## src/rtl/div_pkg.sv

```systemverilog
// Shared constants for the sequential restoring divider: state encoding and widths.
// The signed build is selected by defining DIV_SIGNED_EN.
package div_pkg;

    localparam int DIV_WIDTH = 16;
    localparam int DIV_CNT_W = $clog2(DIV_WIDTH) + 1;

    typedef logic [2:0] div_state_t;

    localparam div_state_t S_IDLE = 3'd0;
    localparam div_state_t S_LOAD = 3'd1;
    localparam div_state_t S_ITER = 3'd2;
    localparam div_state_t S_FIX  = 3'd3;
    localparam div_state_t S_DONE = 3'd4;

    function automatic int cnt_width(input int width);
        return $clog2(width) + 1;
    endfunction

endpackage

```

## src/rtl/div_controller.sv

```systemverilog
// FSM and iteration counter for seq_divider; issues load/shift/fix strobes to the datapath.
// Identical in signed (DIV_SIGNED_EN) and unsigned builds.
module div_controller
    import div_pkg::*;
#(
    parameter int WIDTH = DIV_WIDTH
) (
    input  logic clk,
    input  logic clr,
    input  logic start,
    input  logic divisor_zero,
    output logic accept,
    output logic load,
    output logic zero_load,
    output logic shift,
    output logic fix,
    output logic busy,
    output logic done
);

    localparam int CNT_W = cnt_width(WIDTH);

    div_state_t       state;
    logic [CNT_W-1:0] cnt;

    always_ff @(posedge clk) begin
        if (clr) begin
            state <= S_IDLE;
            cnt   <= '0;
        end else begin
            case (state)
                S_IDLE: if (start) state <= S_LOAD;
                S_LOAD: begin
                    if (divisor_zero) begin
                        state <= S_DONE;
                    end else begin
                        cnt   <= CNT_W'(WIDTH);
                        state <= S_ITER;
                    end
                end
                S_ITER: begin
                    cnt <= cnt - CNT_W'(1);
                    if (cnt == CNT_W'(1)) state <= S_FIX;
                end
                S_FIX:   state <= S_DONE;
                S_DONE:  state <= S_IDLE;
                default: state <= S_IDLE;
            endcase
        end
    end

    // Strobes are decoded from registered state; only accept looks at start.
    assign accept    = (state == S_IDLE) && start;
    assign load      = (state == S_LOAD) && !divisor_zero;
    assign zero_load = (state == S_LOAD) && divisor_zero;
    assign shift     = (state == S_ITER);
    assign fix       = (state == S_FIX);
    assign busy      = (state != S_IDLE);
    assign done      = (state == S_DONE);

endmodule

```

## src/rtl/seq_divider.sv

```systemverilog
// Restoring shift-subtract divider, one quotient bit per clock, start/done handshake.
// Define DIV_SIGNED_EN for two's-complement operands; default build is unsigned.
module seq_divider
    import div_pkg::*;
#(
    parameter int WIDTH = DIV_WIDTH
) (
    input  logic             clk,
    input  logic             clr,
    input  logic             start,
    input  logic [WIDTH-1:0] dividend,
    input  logic [WIDTH-1:0] divisor,
    output logic             busy,
    output logic             done,
    output logic [WIDTH-1:0] quotient,
    output logic [WIDTH-1:0] remainder,
    output logic             div_by_zero
);

    logic             accept, load, zero_load, shift, fix;
    logic [WIDTH-1:0] a_reg, b_reg;
    logic [WIDTH-1:0] r, q, d;
    logic [WIDTH:0]   r_shift, trial;
    logic [WIDTH-1:0] r_next, q_next;
    logic [WIDTH-1:0] a_mag, b_mag, q_fix, r_fix;

    div_controller #(.WIDTH(WIDTH)) u_ctrl (
        .clk          (clk),
        .clr          (clr),
        .start        (start),
        .divisor_zero (b_reg == '0),
        .accept       (accept),
        .load         (load),
        .zero_load    (zero_load),
        .shift        (shift),
        .fix          (fix),
        .busy         (busy),
        .done         (done)
    );

    // A settled remainder is always below D, so only the shifted trial value needs the extra bit.
    assign r_shift = {r, q[WIDTH-1]};
    assign trial   = r_shift - {1'b0, d};
    assign r_next  = trial[WIDTH] ? r_shift[WIDTH-1:0] : trial[WIDTH-1:0];
    assign q_next  = {q[WIDTH-2:0], ~trial[WIDTH]};

`ifdef DIV_SIGNED_EN
    logic a_neg, b_neg;
    assign a_neg = a_reg[WIDTH-1];
    assign b_neg = b_reg[WIDTH-1];
    assign a_mag = a_neg ? -a_reg : a_reg;
    assign b_mag = b_neg ? -b_reg : b_reg;
    assign q_fix = (a_neg ^ b_neg) ? -q : q;
    assign r_fix = a_neg ? -r : r;
`else
    assign a_mag = a_reg;
    assign b_mag = b_reg;
    assign q_fix = q;
    assign r_fix = r;
`endif

    always_ff @(posedge clk) begin
        if (clr) begin
            a_reg       <= '0;
            b_reg       <= '0;
            r           <= '0;
            q           <= '0;
            d           <= '0;
            quotient    <= '0;
            remainder   <= '0;
            div_by_zero <= 1'b0;
        end else begin
            if (accept) begin
                a_reg <= dividend;
                b_reg <= divisor;
            end
            if (zero_load) begin
                quotient    <= '1;
                remainder   <= a_reg;
                div_by_zero <= 1'b1;
            end
            if (load) begin
                r           <= '0;
                q           <= a_mag;
                d           <= b_mag;
                div_by_zero <= 1'b0;
            end
            if (shift) begin
                r <= r_next;
                q <= q_next;
            end
            if (fix) begin
                quotient  <= q_fix;
                remainder <= r_fix;
            end
        end
    end

endmodule

```

## config.mk

```make
export PLATFORM = sky130hd
export DESIGN_NAME = seq_divider
export DESIGN_NICKNAME = d
export VERILOG_FILES = /design/src/rtl/div_pkg.sv /design/src/rtl/div_controller.sv /design/src/rtl/seq_divider.sv
export SDC_FILE = /design/constraint.sdc
export NUM_CORES = 1
export LEC_CHECK = 0
export BUFFER_PORTS_ARGS = -buffer_cell sky130_fd_sc_hd__buf_2
export CAP_MARGIN = 20
export CELL_PAD_IN_SITES_DETAIL_PLACEMENT = 1
export CELL_PAD_IN_SITES_GLOBAL_PLACEMENT = 1
export CORE_AREA = 3 3 126 128
export DETAILED_ROUTE_END_ITERATION = 16
export DIE_AREA = 0 0 129 131
export PLACE_DENSITY_LB_ADDON = 0.12
export SYNTH_ARGS = -nofsm -noshare
export SYNTH_HDL_FRONTEND = slang
export SYNTH_SLANG_ARGS = --single-unit
```

## constraint.sdc

```tcl
create_clock -name clk -period 3.7 [get_ports clk]
set_clock_uncertainty 0.2 [all_clocks]
set_input_delay 0.37 -clock clk [delete_from_list [all_inputs] [get_ports clk]]
set_output_delay 0.37 -clock clk [all_outputs]
set_load 0.01 [all_outputs]
```

# --- Word-level counts from Yosys, hierarchy flattened ---
# Index checks and enable logic that the tools add are counted.
word_totals:
  output_inout_bits: 35
  reg_bits: 121
  in_bits: 35
  word_cells: 49
classes:
  eq_ne: 8
  n_addsub: 2
  n_mux: 15
  reduce_logical: 13
  n_bitwise: 1
op_table:
  columns: ["cell", "n"]
  rows:
  - ["$mux 16", 9]
  - ["$sub 17x16->17", 1]
  - ["$logic_not 16->1", 1]
  - ["$pmux 3 s4", 1]
  - ["$pmux 5 s2", 1]
  - ["$mux 3", 3]
  - ["$eq 3x2->1 const B", 2]
  - ["$reduce_bool 2->1", 3]
  - ["$eq 5x1->1 const B", 1]
  - ["$mux 5", 1]
  - ["$sub 5x1->5 const B", 1]
  - ["$ne 2x2->1 const B", 2]
  - ["$reduce_and 2->1", 2]
  - ["$eq 3x1->1 const B", 1]
  - ["$eq 3x3->1 const B", 1]
  - ["$logic_and 1x1->1", 3]
  - ["$logic_not 3->1", 1]
  - ["$reduce_bool 3->1", 1]
  - ["$ne 2x1->1 const B", 1]
  - ["$reduce_or 2->1", 1]
  - ["$logic_not 1->1", 1]
  - ["$not 1->1", 1]

# --- Logic depth before layout (Yosys ltp) ---
logic_depth:
  ltp_word: 5
  depth_mapped: 13
  ltp_nobuf: 11

# --- Cells and area by module ---
# Synthesis repeated with hierarchy kept, for this count alone.
unflattened:
  cells_unflattened: 654
  hier_area_um2: 5698.0
by_module_without_submodules:
  columns: ["mod", "area_each_um2", "n_inst", "seq_area_each_um2", "cells_each"]
  rows:
  - ["seq_divider", 5250.0, 1, 2262.2, 607]
  - ["div_controller", 447.9, 1, 160.2, 47]

# --- Least setup slack after synthesis ---
# No wires, ideal clock.
synth_path:
  path_type: "flip-flop to flip-flop"
  start: "reg q[15]"
  end: "reg r[0]"
  stages_incl_launch_ff: 13
  arrival_time_ps: 2450
  period_less_slack_ps: 2719
  setup_ps: 69
  slack_ps: 981
  n_path_buf: 1
  t_required_ps: 3431
  path_cell_list: "dfxtp_1 -> inv_1 -> ha_1 -> inv_1 -> fa_1 -> a211oi_1 -> o211ai_2 -> nand4_4 -> nand2b_4 -> a311oi_2 -> buf_6 -> mux2_1 -> o21ai_1"
synth_between:
  elab_chain_len: 3
synth_rtl:
  columns: ["item", "line", "source"]
  rows:
  - ["start: declaration", "seq_divider.sv:22", "logic [WIDTH-1:0] r, q, d;"]
  - ["start signal: assignment", "seq_divider.sv:84", "q <= a_mag;"]
  - ["start signal: assignment", "seq_divider.sv:90", "q <= q_next;"]
  - ["$sub 17x16->17", "seq_divider.sv:43", "assign trial = r_shift - {1'b0, d};"]
  - ["$mux 16 *", "seq_divider.sv:44", "assign r_next = trial[WIDTH] ? r_shift[WIDTH-1:0] : trial[WIDTH-1:0];"]
  - ["$mux 16 *", "seq_divider.sv:88", "if (shift) begin"]
  - ["end signal: assignment", "seq_divider.sv:89", "r <= r_next;"]
  - ["end: declaration", "seq_divider.sv:22", null]
# Mark *: on every way between the ends. The rest lies on a longest branch, timed or not.
# A chain may end at the register's enable or synchronous reset.

# --- Final worst setup path ---
# Same ends and word-level chain as after synthesis.

==> qor.csv <==
metric,value,unit
post-synthesis adder-cell area fraction,0.0438,
total of max-cap violations,0,
number of synthesized flops with an enable pin,0,
Final WS setup,583,ps
Worst Tran Pin Value,969,ps
yosys warns,0,
DRC,0,
largest net degree at the start of global routing,65,
CP startpoint kind,register,
PortBufs,69,
CTS buffer count,17,
post-CTS setup buffers,0,
layout cell share with drive strength beyond 1,0.159,
gr usage total,0.207,
Inst Count DP,927,
GP Congestion,0.847,
"Clk pin slew, worst setup/hold paths",60,ps
root buf cell,clkbuf_16,
P&R area growth vs syn,24.2,%
"commonest non-fill, non-tap cells in the layout","nand2_1, dfxtp_1, buf_2",
largest delay contributor family on the critical path,compound AO/OA/AOI/OAI gates,
Synth cell types,55,
DR vias,5198,
XOR/XNOR Fraction of Synth Area,0.0235,
fin cells,987,
post-synthesis async set-or-reset flop share,0,
RSZ-0062 raised after global routing,false,
maximum root-to-sink buffer count,2,
Tmin final,3120,ps
LEAKAGE,2.80,nW
largest family of logic cells by synthesized area,simple AND/OR/NAND/NOR gates,
worst min-delay path class,in2reg,
Final setup viols,0,
status,completed,
initial antenna violation count,0,
crit path cell chain,inv_1 -> ha_1 -> inv_1 -> fa_1 -> a211oi_1 -> o211ai_2 -> nand4_4 -> nand2b_4 -> a311oi_2 -> buf_4 -> mux2_1 -> o21ai_1,
Nets,840,
die height,131,um
top post-synthesis cells by area,"dfxtp_1, nand2_1, a21oi_1",
WL/cell,17.2,um
total grt overflow,0,
max-slew violations,0,
post-synthesis mux area share,0.0235,
first-pass GRT wire length,27.5,mm
cell with the most instances on the worst path,inv_1,
vias in the first global route,5317,
clock net sink count,121,
crit path kind,reg2reg,
Mapped Area,5600,sq um
Pre-antenna DRT Iters,4,
final hold viol count,0,
post-synthesis simple-gate area fraction,0.238,
Worst Path Arrival,3260,ps
pre-CTS setup slack,623,ps
Final ANT Viol Nets,0,
Die W,129,um
"area leader, netlist",dfxtp_1,
Starting Density,0.374,
Antenna diodes,0,
drt via density,5.27,
Syn Nets,761,
CP Max Fanout,14,
Crit path required time,3840,ps
"Largest stage delay, worst path",420,ps
Skew-Pair Late Insertion Delay,420,ps
post-synthesis cell count,707,
"commonest non-fill, non-tap cell in the layout",nand2_1,
fmax,321,MHz
CP Capture Type,register,
CTS tree,yes,
CTS hold repair buffers,27,
worst path buffer plus inverter count,3,
initial drt markers,268,
Core ar.,15000,sq um
I/O pin total,70,
number of synthesized register bits,121,
post-synth top area share,0.433,
slowest CP cell,fa_1,
PD cells,563,nW/um^2
H-tree depth,4,
Compound-Gate Fraction of Synth Area,0.182,
"Period Utilization, post-route",0.842,
Slew Limit Headroom,0.350,
FP Rows,45,
post-DP HPWL,12.1,mm
cts repair resizes,0,
Most used DFF post-synth,dfxtp_1,
Syn Area/Cell,7.92,sq um
sum of negative setup slack,0,ps
total wire length,17.0,mm
sequential area share after synthesis,0.433,
Worst VDD drop,287,uV
area of the die,16900,sq um
==> metrics by stage <==
| stage | area, sq um | util | power, W | hold slack, ps |
|---|---|---|---|---|
| final | 6950 | 0.464 | 0.00391 | 21.8 |
| after floorplan | 5600 | - | 0.00209 | 236 |
| after global routing | 6950 | 0.464 | 0.00411 | 2.23 |
| after global placement | 6070 | 0.405 | 0.00224 | 246 |
| after detailed placement | 6070 | 0.405 | 0.00226 | 255 |
| after CTS | 6930 | 0.462 | 0.00394 | 0.289 |
==> worst min-delay path, cell delays in order <==
cell	delay, ps
buf_2	100
nand2_1	60
a21oi_1	60
==> cell usage after synthesis, drive strengths merged (9+ instances only) <==
master,instances
a311oi,32
a31oi,9
ha,18
clkbuf,39
dfxtp,121
a21oi,62
nor2,58
mux2i,12
inv,22
nand2,192
nor3,31
o21ai,21
buf,12
==> layout make-up <==
cell class	instances	area (sq um)
fill	1794	8020
timing repair buffer	111	763
inverter	22	82.6
clock inverter	14	145
multi-input combinational	513	2870
sequential	121	2420
tap	188	235
clock buffer	18	439
==> logic make-up after synthesis <==
kind of cell / count (synthesis)
simple gates: 312
compound gates: 154
flops: 121
buf+inv: 73
fa+ha+maj: 19
xor+xnor: 15
mux: 13
==> sequential cells by signal (all words and copies together) (netlist names) <==
name / flops
a_mag: 16
b_mag: 16
d: 16
div_by_zero: 1
q: 16
quotient: 16
r: 16
remainder: 16
u_ctrl.cnt: 5
u_ctrl.state: 3
==> where the power goes <==
part / switching (W) / internal (W)
Combinational: 0.000450 / 0.000346
Clock: 0.000640 / 0.00101
Sequential: 0.0000768 / 0.00139
Total: 0.00117 / 0.00275
==> metal layers <==
layer	GRT usage	vias to the layer above	share of wire
met5	0	-	0
li1	-	2598	-
met3	0.0443	12	0.032
met1	0.269	2505	0.47
met4	0.0636	0	0.0093
met2	0.347	83	0.48
==> final timing paths <==
check / startpoint / endpoint / slack, ps / cells past startpoint
worst max-delay path: q[15] / r[0] / 580 / 12
worst min-delay path: divisor[7] / b_mag[7] / 20 / 3
worst max register to register: q[15] / r[0] / 580 / 12
worst min register to register: d[4] / d[4] / 260 / 2
No activity file was read; power rests on OpenSTA's default activity.
